`src/rtl/null_requant.sv`:
```
// Requantizer behind null_former: rounds, shifts and symmetrically saturates the wide sum
// to ADC width, and reports per-window mean |dout| and saturation count for shift tracking.
module null_requant #(
    parameter int DIN_WIDTH   = 32,
    parameter int DOUT_WIDTH  = 14,
    parameter int SHIFT_WIDTH = 5,
    parameter int WIN_LOG2    = 10
) (
    input  logic                          clk,
    input  logic                          resetn,
    input  logic                          ce,
    input  logic                          din_valid,
    input  logic signed [DIN_WIDTH-1:0]   din,
    input  logic [SHIFT_WIDTH-1:0]        shift,
    input  logic                          auto_en,
    input  logic [DOUT_WIDTH-2:0]         target_pwr,
    output logic signed [DOUT_WIDTH-1:0]  dout,
    output logic                          dout_valid,
    output logic [SHIFT_WIDTH-1:0]        shift_cur,
    output logic [DOUT_WIDTH-2:0]         pwr,
    output logic                          pwr_valid,
    output logic [WIN_LOG2:0]             sat_cnt
);

    localparam int PW = DOUT_WIDTH - 1;
    localparam int AW = PW + WIN_LOG2;
    localparam logic [SHIFT_WIDTH-1:0] SHIFT_MAX = SHIFT_WIDTH'(DIN_WIDTH - DOUT_WIDTH);
    localparam logic signed [DIN_WIDTH:0] SAT_POS = (DIN_WIDTH+1)'(2**(DOUT_WIDTH-1) - 1);
    localparam logic signed [DIN_WIDTH:0] SAT_NEG = -SAT_POS;

    logic [DIN_WIDTH:0]          rnd;
    logic signed [DIN_WIDTH:0]   r1;
    logic [SHIFT_WIDTH-1:0]      sh1;
    logic                        v1;
    logic signed [DIN_WIDTH:0]   q2;
    logic                        v2;
    logic signed [DOUT_WIDTH-1:0] dout_next;
    logic                        sat_next;
    logic                        sat3;

    logic [SHIFT_WIDTH-1:0]      shift_lim;
    logic [DOUT_WIDTH-1:0]       dout_neg;
    logic [PW-1:0]               abs_dout;
    logic [WIN_LOG2-1:0]         win_cnt;
    logic [AW-1:0]               acc;
    logic [AW-1:0]               acc_sum;
    logic [WIN_LOG2:0]           sat_acc;
    logic [WIN_LOG2:0]           sat_sum;

    // Half-LSB rounding constant for the shift this sample will see
    always_comb begin
        rnd = '0;
        if (shift_cur != '0)
            rnd = {{DIN_WIDTH{1'b0}}, 1'b1} << (shift_cur - SHIFT_WIDTH'(1));
    end

    always_comb begin
        dout_next = q2[DOUT_WIDTH-1:0];
        sat_next  = 1'b0;
        if (q2 > SAT_POS) begin
            dout_next = SAT_POS[DOUT_WIDTH-1:0];
            sat_next  = 1'b1;
        end else if (q2 < SAT_NEG) begin
            dout_next = SAT_NEG[DOUT_WIDTH-1:0];
            sat_next  = 1'b1;
        end
    end

    // The shift travels with its sample so a mid-stream change never splits a sample
    always_ff @(posedge clk or negedge resetn) begin
        if (!resetn) begin
            r1         <= '0;
            sh1        <= '0;
            v1         <= 1'b0;
            q2         <= '0;
            v2         <= 1'b0;
            dout       <= '0;
            sat3       <= 1'b0;
            dout_valid <= 1'b0;
        end else if (ce) begin
            r1         <= $signed({din[DIN_WIDTH-1], din} + rnd);
            sh1        <= shift_cur;
            v1         <= din_valid;
            q2         <= r1 >>> sh1;
            v2         <= v1;
            dout       <= dout_next;
            sat3       <= sat_next;
            dout_valid <= v2;
        end
    end

    always_comb begin
        shift_lim = (shift > SHIFT_MAX) ? SHIFT_MAX : shift;
        dout_neg  = -dout;
        abs_dout  = dout[DOUT_WIDTH-1] ? dout_neg[PW-1:0] : dout[PW-1:0];
        acc_sum   = acc + AW'(abs_dout);
        sat_sum   = sat_acc + (WIN_LOG2+1)'(sat3);
    end

    always_ff @(posedge clk or negedge resetn) begin
        if (!resetn) begin
            win_cnt   <= '0;
            acc       <= '0;
            sat_acc   <= '0;
            pwr       <= '0;
            sat_cnt   <= '0;
            pwr_valid <= 1'b0;
        end else if (ce) begin
            pwr_valid <= 1'b0;
            if (dout_valid) begin
                win_cnt <= win_cnt + WIN_LOG2'(1);
                if (win_cnt == '1) begin
                    pwr       <= acc_sum[AW-1:WIN_LOG2];
                    sat_cnt   <= sat_sum;
                    acc       <= '0;
                    sat_acc   <= '0;
                    pwr_valid <= 1'b1;
                end else begin
                    acc     <= acc_sum;
                    sat_acc <= sat_sum;
                end
            end
        end
    end

    // Auto mode moves at most one step per window, judged on the freshly published pwr
    always_ff @(posedge clk or negedge resetn) begin
        if (!resetn) begin
            shift_cur <= '0;
        end else if (ce) begin
            if (!auto_en) begin
                shift_cur <= shift_lim;
            end else if (pwr_valid) begin
                if (({1'b0, pwr} > {target_pwr, 1'b0}) && (shift_cur < SHIFT_MAX))
                    shift_cur <= shift_cur + SHIFT_WIDTH'(1);
                else if ((pwr < (target_pwr >> 1)) && (shift_cur != '0))
                    shift_cur <= shift_cur - SHIFT_WIDTH'(1);
            end
        end
    end

endmodule

```
`config.mk`:
```
export PLATFORM = sky130hd
export DESIGN_NAME = null_requant
export DESIGN_NICKNAME = d
export VERILOG_FILES = /design/src/rtl/null_requant.sv
export SDC_FILE = /design/constraint.sdc
export NUM_CORES = 1
export LEC_CHECK = 0
export ABC_AREA = 1
export BUFFER_PORTS_ARGS = -buffer_cell sky130_fd_sc_hd__buf_2
export CAP_MARGIN = 20
export CORE_ASPECT_RATIO = 1.5
export CORE_UTILIZATION = 45
export CTS_BUF_LIST = sky130_fd_sc_hd__clkbuf_4 sky130_fd_sc_hd__clkbuf_8
export DETAILED_ROUTE_END_ITERATION = 10
export SYNTH_ARGS = -nofsm -noshare
export SYNTH_HDL_FRONTEND = slang
export SYNTH_SLANG_ARGS = --single-unit
```
`constraint.sdc`:
```
create_clock -name clk -period 3.9 [get_ports clk]
set_input_delay 0.585 -clock clk [delete_from_list [all_inputs] [get_ports clk]]
set_output_delay 0.585 -clock clk [all_outputs]
set_load 0.05 [all_outputs]
```
# --- Word-level counts from Yosys, hierarchy flattened ---
# Index checks and enable logic that the tools add are counted.
totals:
  regBits: 163
  inputBits: 55
  output_inout_bits: 45
  wordCells: 54
op_classes:
  n_addsub: 7
  order_cmp: 6
  eq_ne: 3
  shift: 2
  mux: 15
  reduce_logical: 6
ops:
  columns: ["op", "n"]
  rows:
  - ["adder 33 bit", 1]
  - ["> comparator 33 x 14 -> 1 bit, second input constant", 1]
  - ["less-than comparator 33 x 14 -> 1 bit, second input constant", 1]
  - ["two-way mux 33 bit", 1]
  - ["<< shifter 1 x 5 -> 33 bit, first input constant", 1]
  - [">>> shifter 33 x 5 -> 33 bit", 1]
  - ["two-way mux 14 bit", 2]
  - ["two-way mux 5 bit", 5]
  - ["adder 23 x 13 -> 23 bit", 1]
  - ["two-way mux 23 bit", 1]
  - ["> comparator 13 x 14 -> 1 bit", 1]
  - ["less-than comparator 13 x 12 -> 1 bit", 1]
  - ["two-way mux 13 bit", 1]
  - ["negation 13 bit", 1]
  - ["adder 11 x 1 -> 11 bit", 1]
  - ["two-way mux 11 bit", 1]
  - ["adder 10 x 1 -> 10 bit, second input constant", 1]
  - ["equality test 10 bit, second input constant", 1]
  - ["AND reduction 3 bit", 2]
  - ["adder 5 x 1 -> 5 bit, second input constant", 1]
  - ["> comparator 5 bit, second input constant", 1]
  - ["less-than comparator 5 bit, second input constant", 1]
  - ["nonzero test 5 bit", 1]
  - ["subtractor 5 x 1 -> 5 bit, second input constant", 1]
  - ["other kinds (5)", 9]

# --- Logic depth before layout (Yosys ltp) ---
# Gate-level depths: netlist (run 1).
logic_depth:
  word_depth: 6
  mapped_depth: 21
  ltp_nobuf: 20

# --- Worst setup path after synthesis (run 1) ---
# No wires, ideal clock.
synth_path:
  path_type: "register -> register"
  startpoint: "reg shift_cur[0]"
  endpoint: "reg r1[14]"
  setup_ps: 128
  arrival_ps: 3198
  t_required_ps: 3772
  path_slack_ps: 574
  path_stages_with_launch: 19
  path_buffers: 1
  period_less_slack_ps: 3326
  cell_sequence: "dfrtp_1 > inv_1 > ha_1 > nand2_1 > nand2_2 > nand2_1 > buf_2 > nor2_1 > ha_1 > fa_1 > nand2_1 > o21ai_2 > nand2_1 > nand2_1 > nand2_1 > nand2_1 > or2_1 > nand3_1 > o21ai_1"
synth_via:
  elab_chain_cells: 4
  elab_cells_between_ends: 5
  classes_between: "add/sub: 2; shift: 1; mux: 1; reduce/logical: 1"
synth_lines:
  columns: ["element", "line", "rtl"]
  rows:
  - ["start, declared", "19", "output logic [SHIFT_WIDTH-1:0] shift_cur,"]
  - ["start signal, assigned", "132", "shift_cur <= shift_lim;"]
  - ["start signal, assigned", "135", "shift_cur <= shift_cur + SHIFT_WIDTH'(1);"]
  - ["start signal, assigned", "137", "shift_cur <= shift_cur - SHIFT_WIDTH'(1);"]
  - ["subtractor 5 x 1 -> 5 bit", "54", "rnd = {{DIN_WIDTH{1'b0}}, 1'b1} << (shift_cur - SHIFT_WIDTH'(1));"]
  - ["<< shifter 1 x 5 -> 33 bit", "54", null]
  - ["two-way mux 33 bit *", "53", "if (shift_cur != '0)"]
  - ["adder 33 bit *", "81", "r1 <= $signed({din[DIN_WIDTH-1], din} + rnd);"]
  - ["end signal, assigned", "81", null]
  - ["end, declared", "32", "logic signed [DIN_WIDTH:0] r1;"]
# Mark *: on every way between the ends. The rest lies on a longest branch, timed or not.
# A chain may end at the register's enable or synchronous reset.

# --- Worst setup path in the final report (run 1) ---
layout_path:
  startpoint: "reg shift_cur[1]"
  endpoint: "reg r1[22]"
# The elaborated chain is that of the path after synthesis.

==> flow_summary.toml, run 1 <==
[yosys]
synthesis.area_um2 = 12610
ys_seq_area_frac = 0.3235
synth-edff-count = 0
synth_top_area_share = 0.3235
synth_top_area_cell = "dfrtp_1"
synthTopCellsByCount = "nand2_1, inv_1, nand3_1"
yosys_most_used_dff = "dfrtp_1"
synth_cell_types = 49
avgSynthCellArea_um2 = 6.714
ys.warnings.count = 0
synth_async_sr_flop_share = 1.000
synth_area_leaders = "dfrtp_1, nand2_1, ha_1"
synth_fp_nets = 2014
yosysMostFrequentCell = "nand2_1"
synth_seq_cells = 163
syn_inst = 1878

[run_status]
status = "finished, violations left"
violations = "DRC"

[clock_tree]
cts_setup_buffers = 0
cts.sinks = 163
worstSkewPairLatency_ns = 0.48
cts_resized = 0
cts-root-buf = "clkbuf_8"
clk_pin_slew_ns = 0.10
ctsHoldBuffers = 0
cts_tree = "built"
htreeDepth = 4
numCtsBuffers = 17
clock_path_buffers = 2

[cells_and_area]
syn2layout_area_growth_pct = 8.712
multi_input_area_um2 = 7451
seqCellArea_um2 = 4080
nets = 2083
drive_gt1_frac = 0.1031
diodes = 0
fillers = 2933
final_cells = 2302

[grt]
track_usage = 0.2760
antenna_found_initial = 0
grt_first_pass_wirelength_um = 62480
grt_pass1_vias = 12340
grt_start_max_net_pins = 76
overflow = 0

[placed_design]
dpl.cell_count = 2270
gp_congestion = 0.9957
io_buffers = 99
dp_slack_ns = 0.1458
dp_hpwl_um = 30890

[pwr]
powerDensity_nw_per_um2 = 602.0
max-vdd-ir-drop_mv = 0.2740
cellLeakagePower_nw = 7.158

[timing]
worst_slack_ns = 0.3168
fmax_ghz = 0.2791
rsz0062_at_grt = "false"
tightest_slew_ns = 0.9585
finalSetupTns_ns = 0
timing.final.crit_share = 0.9188
relSlewSlack = 0.3610
post-route-min-period_ns = 3.583
slew_violations = 0
skew_ns = 0.01643
hold_violations = 0
finalSetupViolations = 0

[hold_path]
hold_class = "input port to async pin"

[route]
wirelength_um = 38520
viasPerCell = 5.415
routedWlPerCell_um = 16.74
vias = 12470
drtIter0Drc = 924
dr.pass1.iters = 8
route.detailed.drc = 16
ant_nets = 0

[floorplanning]
start_util = 0.4601
std_cell_rows = 74
boundaryPins = 100
dieArea_um2 = 28710
core_area_um2 = 27410
die_w_um = 138.7
fp.dieH_um = 207.0

[flow_run]
cap_violations = 0

[worst_setup_path]
crit_family = "simple AND/OR/NAND/NOR gates"
cp_cell_sequence = "inv_1 -> ha_1 -> ha_1 -> nand3_1 -> nor2_1 -> ha_1 -> fa_1 -> nand2_1 -> o21ai_2 -> nand2_1 -> nand2_1 -> nand2_1 -> nand2_1 -> nand2_1 -> nand2_1 -> nand2_1 -> nand3_1 -> nand2_1"
cp.arrival_ns = 3.95
endpoint_kind = "flip-flop"
start_kind = "flip-flop"
cpMostUsedCell = "nand2_1"
worstSetupPathType = "flip-flop to flip-flop"
crit_fanout = 9
max_stage_delay_ns = 0.49
worst_ep_required_time_ns = 4.26
path_buf_inv = 1
cpMaxStageDelayCell = "dfrtp_2"
==> through the flow <==
| step | power (W) | utilization | instance area (um^2) | hold WS [ns] |
|---|---|---|---|---|
| after global placement | 0.006974 | 0.4857 | 13310 | 0.4554 |
| after floorplan | 0.005892 | - | 12610 | 0.2894 |
| after global routing | 0.008970 | 0.5002 | 13710 | 0.1655 |
| final | 0.008253 | 0.5002 | 13710 | 0.1239 |
| after CTS | 0.008270 | 0.4999 | 13700 | 0.1518 |
| after detailed placement | 0.007009 | 0.4857 | 13310 | 0.4612 |
==> registers in the layout, indices dropped and copies added (netlist names) <==
signal	flops
q2	33
r1	33
acc	23
dout	14
pwr	13
sat_acc	11
sat_cnt	11
win_cnt	10
sh1	5
shift_cur	5
dout_valid	1
pwr_valid	1
sat3	1
v1	1
v2	1
==> final cells by class <==
class                      count  share of cell area
inverter                     200             0.05513
multi-input combinational   1454              0.5435
sequential                   163              0.2976
tap                          342             0.03122
clock buffer                  18             0.01807
clock inverter                14             0.01031
timing repair buffer         111             0.04409
==> placed cells by master (no fill, tap or decap), types with 4 or more instances in the layout <==
master and count:
buf_2 98, a21oi_1 99, a22oi_1 6, inv_2 9, ha_1 79, nor2_2 5, nand3b_1 11, nor4_1 7
nor2_1 163, a21oi_2 4, o21ai_2 8, nand3_2 6, xor2_1 25, o211ai_1 6, nand3_1 175, inv_6 5
o21ai_1 48, or2_2 5, nand2_1 591, nor3_1 22, nand2_2 11, o22ai_1 12, dfrtp_1 162, o21ai_0 90
or2_1 10, nand4_1 16, xnor2_1 23, clkbuf_8 18, inv_1 190, buf_4 11
==> worst register-to-register path: stages (launching register included) <==
cell	delay, ns
dfrtp_2	0.49
inv_1	0.10
ha_1	0.24
ha_1	0.43
nand3_1	0.16
nor2_1	0.23
ha_1	0.27
fa_1	0.32
nand2_1	0.12
o21ai_2	0.24
nand2_1	0.08
nand2_1	0.14
nand2_1	0.07
nand2_1	0.14
nand2_1	0.09
nand2_1	0.07
nand2_1	0.04
nand3_1	0.16
nand2_1	0.07
==> kinds of logic after synthesis <==
group,share of synthesized area
flip-flops,0.3235
adder cells (fa/ha/maj),0.08156
AND/OR/NAND/NOR,0.3510
XOR/XNOR,0.03334
AO/OA/AOI/OAI,0.1236
multiplexers,0.0007938
buffers and inverters,0.08623
==> routing by layer <==
metal,vias to the layer above,routed length (um),track usage
li1,6248,-,-
met1,5838,14950,0.2952
met2,274,20360,0.5211
met3,106,1056,0.02774
met4,0,2166,0.1632
met5,-,0,0
==> report_power, final <==
group / switching, W / internal [W]
sequential: 0.000459 / 0.00217
clock: 0.000698 / 0.000539
combinational: 0.00293 / 0.00145
total: 0.00409 / 0.00417
==> worst paths after layout <==
check	start	slack (ns)	end	cells past startpoint
hold reg to reg	v1	0.48	v1	2
min in group clk	din_valid	0.37	v1	3
max in group asynchronous	resetn	2.91	q2[4]	2
setup / recovery	shift_cur[1]	0.32	r1[22]	18
setup reg to reg	shift_cur[1]	0.32	r1[22]	18
hold / removal	resetn	0.12	sat_cnt[5]	1
Power figures use the tool's default switching activity.
==> run 2, diff against run 1 <==
--- a/config.mk
+++ b/config.mk
@@ -13,4 +13,5 @@
 export CTS_BUF_LIST = sky130_fd_sc_hd__clkbuf_4 sky130_fd_sc_hd__clkbuf_8
 export DETAILED_ROUTE_END_ITERATION = 10
+export REMOVE_ABC_BUFFERS = 1
 export SYNTH_ARGS = -nofsm -noshare
 export SYNTH_HDL_FRONTEND = slang
==> constraint.sdc (replaced) <==
create_clock -name clk -period 3.9 [get_ports clk]
set_input_delay 0.195 -clock clk [delete_from_list [all_inputs] [get_ports clk]]
set_output_delay 0.195 -clock clk [all_outputs]
set_load 0.05 [all_outputs]
==> run 2 against run 1 <==
The flow still finishes with violations (DRC); via count shrank 0.90%; register-to-register slack improved by 0.099 ns; setup slack improved by 0.099 ns; clock skew shrank 0.0028 ns; utilization hardly changed; design area barely moved; global-route usage is 0.86 points higher; routed wire length increased by 1.3%; cell count increased by 0.17%; critical path type unchanged; critical endpoint is now r1[30]; largest cell class unchanged; highest routed layer unchanged.
==> flow_summary.toml, run 2 (synthesis gave the netlist of run 1 again) <==
[cells_and_area]
nets = 2087
layout_common_cells = "nand2_1, inv_1, nand3_1"
fillers = 2879
final_area_um2 = 13720
syn2layout_area_growth_pct = 8.781
diodes = 0
layout.cells.most_common = "nand2_1"
largestRegisters = "q2 x33, r1 x33, acc x23"
utilization = 0.5005
drive_gt1_frac = 0.1023

[pwr]
max-vdd-ir-drop_mv = 0.2819
pwr-share-clk = 0.144
swShare = 0.4994
p_int_w = 0.004114
cellLeakagePower_nw = 7.162
p_switching_w = 0.004103
powerDensity_nw_per_um2 = 599.1
comb_power_share = 0.536
sequentialPowerShare = 0.320

[clock_tree]
cts_setup_buffers = 0
cts-root-buf = "clkbuf_8"
clk_pin_slew_ns = 0.10
clock_path_buffers = 2
cts_tree = "built"
worstSkewPairLatency_ns = 0.49
numCtsBuffers = 17
cts.sinks = 163
htreeDepth = 4

[timing]
slew_violations = 0
post-route-min-period_ns = 3.484
fmax_ghz = 0.2871
rsz0062_at_grt = "false"
tightest_slew_ns = 1.026
relSlewSlack = 0.3160
finalSetupViolations = 0
finalSetupTns_ns = 0
skew_ns = 0.01362
hold_violations = 0
worst_slack_ns = 0.4163
timing.final.crit_share = 0.8932

[grt]
grt_pass1_vias = 12400
track_usage = 0.2846
antenna_found_initial = 0
overflow = 0
grt_start_max_net_pins = 89
grt_first_pass_wirelength_um = 64180

[route]
route.detailed.drc = 6
dr.pass1.iters = 9
top_layer_used = "met4"
vias = 12350
ant_nets = 0
met3WireLength_um = 1048
met2WireLength_um = 20810
drt-met1-wl_um = 15120
drtIter0Drc = 582
viasPerCell = 5.357
wirelength_um = 39040
routedWlPerCell_um = 16.93

[floorplanning]
core_area_um2 = 27410
start_util = 0.4601
std_cell_rows = 74
boundaryPins = 100
fp.dieH_um = 207.0
die_w_um = 138.7
dieArea_um2 = 28710

[placed_design]
placed_area_um2 = 13310
gp_congestion = 1.043
dp_slack_ns = 0.3141
dp_hpwl_um = 31080
io_buffers = 99

[worst_setup_path]
start_kind = "flip-flop"
worstSetupPathType = "flip-flop to flip-flop"
r2r-start = "shift_cur[0]"
endpoint_kind = "flip-flop"
cpMostUsedCell = "nand2_1"
crit_fanout = 17
cpMaxStageDelayCell = "dfrtp_1"
cp_cell_sequence = "inv_1 -> ha_1 -> nand2_1 -> nand2_2 -> nand2_2 -> nor2_1 -> ha_1 -> fa_1 -> nand2_1 -> o21ai_2 -> nand2_1 -> nand2_1 -> nand2_1 -> nand2_1 -> nand2_1 -> nand2_1 -> nand2_1 -> nand3_1 -> nand2_1"
max_stage_delay_ns = 0.38
cp.arrival_ns = 3.88
worst_ep_required_time_ns = 4.29
cp-startpoint = "shift_cur[0]"

[run_status]
status = "finished, violations left"
violations = "DRC"

[hold_path]
hold_class = "input port to flip-flop"
min_from = "din[0]"

[flow_run]
cap_violations = 0
-- run 2: what timing repair did --
item / in CTS / in global routing
hold endpoints to repair: 90 / 0
resized for setup: 0 / 1
setup endpoints to repair: 0 / 6
hold buffers: 4 / 0
-- run 2: metal layers --
layer / global-route usage / up-vias
li1: - / 6244
met1: 0.3063 / 5749
met2: 0.5388 / 274
met3: 0.03074 / 87
met4: 0.1571 / 0
met5: 0 / -
-- run 2: power groups by stage --
stage / logic (W) / registers [W] / clock network [W]
2_1_floorplan: 0.00297 / 0.00278 / 0
3_3_place_gp: 0.00434 / 0.00264 / 0
3_5_place_dp: 0.00437 / 0.00266 / 0
4_1_cts: 0.00439 / 0.00263 / 0.00122
5_1_grt: 0.00496 / 0.00270 / 0.00128
6_report: 0.00441 / 0.00263 / 0.00118
-- run 2: critical path: cells and delay by family, from the launching register on --
kind                     cells  cell delay (ns)
flip-flops                   1             0.38
adder cells (fa/ha/maj)      3             0.91
AO/OA/AOI/OAI                1             0.23
AND/OR/NAND/NOR             14             1.76
buffers and inverters        1             0.12
-- run 2: layout make-up --
cell class | instances | area (um^2) | share of cell area
clock buffer | 19 | 261.5 | 0.01906
timing repair buffer | 115 | 644.4 | 0.04698
multi-input combinational | 1454 | 7446 | 0.5428
sequential | 163 | 4079 | 0.2974
clock inverter | 13 | 102.6 | 0.007480
inverter | 200 | 755.7 | 0.05509
tap | 342 | 427.9 | 0.03120
-- run 2: worst paths after layout --
| check | endpoint | slack (ns) | cells after the start |
|---|---|---|---|
| max | r1[30] | 0.42 | 19 |
| min | r1[0] | 0.07 | 4 |
| max reg2reg | r1[30] | 0.42 | 19 |
| min reg2reg | sat_cnt[5] | 0.49 | 2 |
| max in group asynchronous | r1[24] | 2.66 | 3 |
| min in group asynchronous | sat_cnt[10] | 0.33 | 2 |
-- run 2: through the flow --
step | instances | total power, W | hold WS, ns
6_report | 2306 | 0.008217 | 0.06646
5_1_grt | 2306 | 0.008950 | 0.06387
4_1_cts | 2306 | 0.008236 | 0.02569
3_5_place_dp | 2270 | 0.007024 | 0.3238
3_3_place_gp | 2270 | 0.006985 | 0.3124
2_1_floorplan | 1817 | 0.005748 | -0.1006
==> run 3, diff against run 2 <==
- PLACE_DENSITY: not set -> 0.68
- RECOVER_POWER: not set -> 100
==> run 3 against run 2 <==
The flow finishes with violations (DRC, capacitance limit, slew limit); largest power group unchanged; combinational power decreased by 2%; utilization decreased by 0.25 points; via count decreased by 0.28%; setup slack got worse by 0.037 ns; flip-flop and latch count unchanged.
==> flow_summary.toml, run 3 (synthesis gave the netlist of run 1 again) <==
[route]
wirelength_um = 38410
dr.pass1.iters = 11
viasPerCell = 5.345
routedWlPerCell_um = 16.66
route.detailed.drc = 12
drtIter0Drc = 734
ant_nets = 0
vias = 12320

[clock_tree]
numCtsBuffers = 17
htreeDepth = 4
worstSkewPairLatency_ns = 0.51
cts.sinks = 163
cts_setup_buffers = 0
clock_path_buffers = 2
clk_pin_slew_ns = 0.09
cts-root-buf = "clkbuf_8"
cts_tree = "built"

[timing]
finalSetupTns_ns = 0
hold_violations = 0
worst_slack_ns = 0.3792
timing.final.crit_share = 0.9028
slew_violations = 188
fmax_ghz = 0.2840
post-route-min-period_ns = 3.521
tightest_slew_ns = 2.459
relSlewSlack = -0.6393
finalSetupViolations = 0
skew_ns = 0.01752
rsz0062_at_grt = "false"

[grt]
overflow = 0
grt_start_max_net_pins = 96
antenna_found_initial = 0
grt_first_pass_wirelength_um = 62450
track_usage = 0.2765
grt_pass1_vias = 12330

[hold_path]
hold_end = "r1[0]"
hold_class = "input port to flip-flop"
min_path_cells = 4
min_from = "din[0]"

[cells_and_area]
diodes = 0
largestRegisters = "q2 x33, r1 x33, acc x23"
layout.cells.most_common = "nand2_1"
layout_common_cells = "nand2_1, inv_1, nand3_1"
fillers = 2935
multi_input_area_um2 = 7400
nets = 2086
syn2layout_area_growth_pct = 8.245
final_area_um2 = 13650
drive_gt1_frac = 0.07030
seqCellArea_um2 = 4079

[pwr]
max-vdd-ir-drop_mv = 0.2378
powerDensity_nw_per_um2 = 610.2
cellLeakagePower_nw = 7.024

[worst_setup_path]
worst_ep_required_time_ns = 4.29
endpoint_kind = "flip-flop"
crit_fanout = 17
worstSetupPathType = "flip-flop to flip-flop"
rrSetupSlack_ns = 0.38
start_kind = "flip-flop"
r2r-start = "shift_cur[0]"
cp.arrival_ns = 3.91
ff2ff_path_depth = 19
reg2reg_to = "r1[28]"

[floorplanning]
boundaryPins = 100
die_w_um = 138.7
dieArea_um2 = 28710
start_util = 0.4601
core_area_um2 = 27410
fp.dieH_um = 207.0
std_cell_rows = 74

[run_status]
violations = "DRC, capacitance limit, slew limit"
status = "finished, violations left"

[placed_design]
placed_area_um2 = 13300
io_buffers = 99
dp_slack_ns = 0.3147
gp_congestion = 0.9784
dp_hpwl_um = 30700

[flow_run]
cap_violations = 3
==> run 3: changes by cell type in the layout (fill, tap and decap cells not counted), sizes merged <==
cell      delta
inv          +2
clkinvlp     -2
clkinv       -1
bufinv       +3
buf         -51
clkbuf      +48
==> run 3: routing by layer <==
layer,wire [um],part of all wire,track usage,vias to the layer above
met1,14970,0.39,0.3023,5659
li1,-,-,-,6248
met5,0,0,0,-
met2,20100,0.52,0.5132,307
met4,2197,0.057,0.1663,0
met3,1136,0.030,0.02751,106
==> run 3: where the power goes <==
part,internal [W],switching [W]
Clock,0.000654,0.000741
Combinational,0.00143,0.00291
Sequential,0.00217,0.000425
==> run 3: worst max path at each step <==
stage	start	end	slack, ns	cells past startpoint
6_report	shift_cur[0]	r1[28]	0.38	19
4_1_cts	shift_cur[0]	r1[28]	0.30	19
3_3_place_gp	shift_cur[0]	r1[28]	0.33	19
2_1_floorplan	shift_cur[0]	r1[14]	0.52	17
5_1_grt	ce	q2[28]	0.15	4
3_5_place_dp	shift_cur[0]	r1[28]	0.31	19
==> run 3: cell type report <==
type | instances | area share
multi-input combinational | 1454 | 0.5421
sequential | 163 | 0.2988
inverter | 200 | 0.05537
timing repair buffer | 114 | 0.04061
tap | 342 | 0.03135
clock buffer | 17 | 0.01714
clock inverter | 15 | 0.01458
==> run 3: critical path, stage by stage, from the launching register on <==
cell and delay [ns]:
dfrtp_1 0.38, inv_1 0.11, ha_1 0.23, nand2_1 0.08, nand2_2 0.24, nand2_2 0.26, nor2_1 0.18, ha_1 0.28
fa_1 0.35, nand2_1 0.13, o21ai_2 0.28, nand2_1 0.09, nand2_1 0.15, nand2_1 0.07, nand2_1 0.16, nand2_1 0.13
nand2_1 0.08, nand2_1 0.05, nand3_1 0.09, nand2_1 0.08
==> run 3: through the flow <==
stage	std cells	hold WS, ns	power (W)	util
2_1_floorplan	1817	-0.1006	0.005748	-
3_3_place_gp	2269	0.3556	0.006904	0.4854
3_5_place_dp	2269	0.3586	0.006976	0.4854
4_1_cts	2305	0.02724	0.008399	0.5026
5_1_grt	2305	0.06151	0.009050	0.4980
6_report	2305	0.06018	0.008329	0.4980
==> run 3: repair_timing <==
item                                   CTS  global route
hold buffers                             4             0
endpoints found under the hold margin   97             0
gates resized for setup                  0             1
setup endpoints to repair                0             1
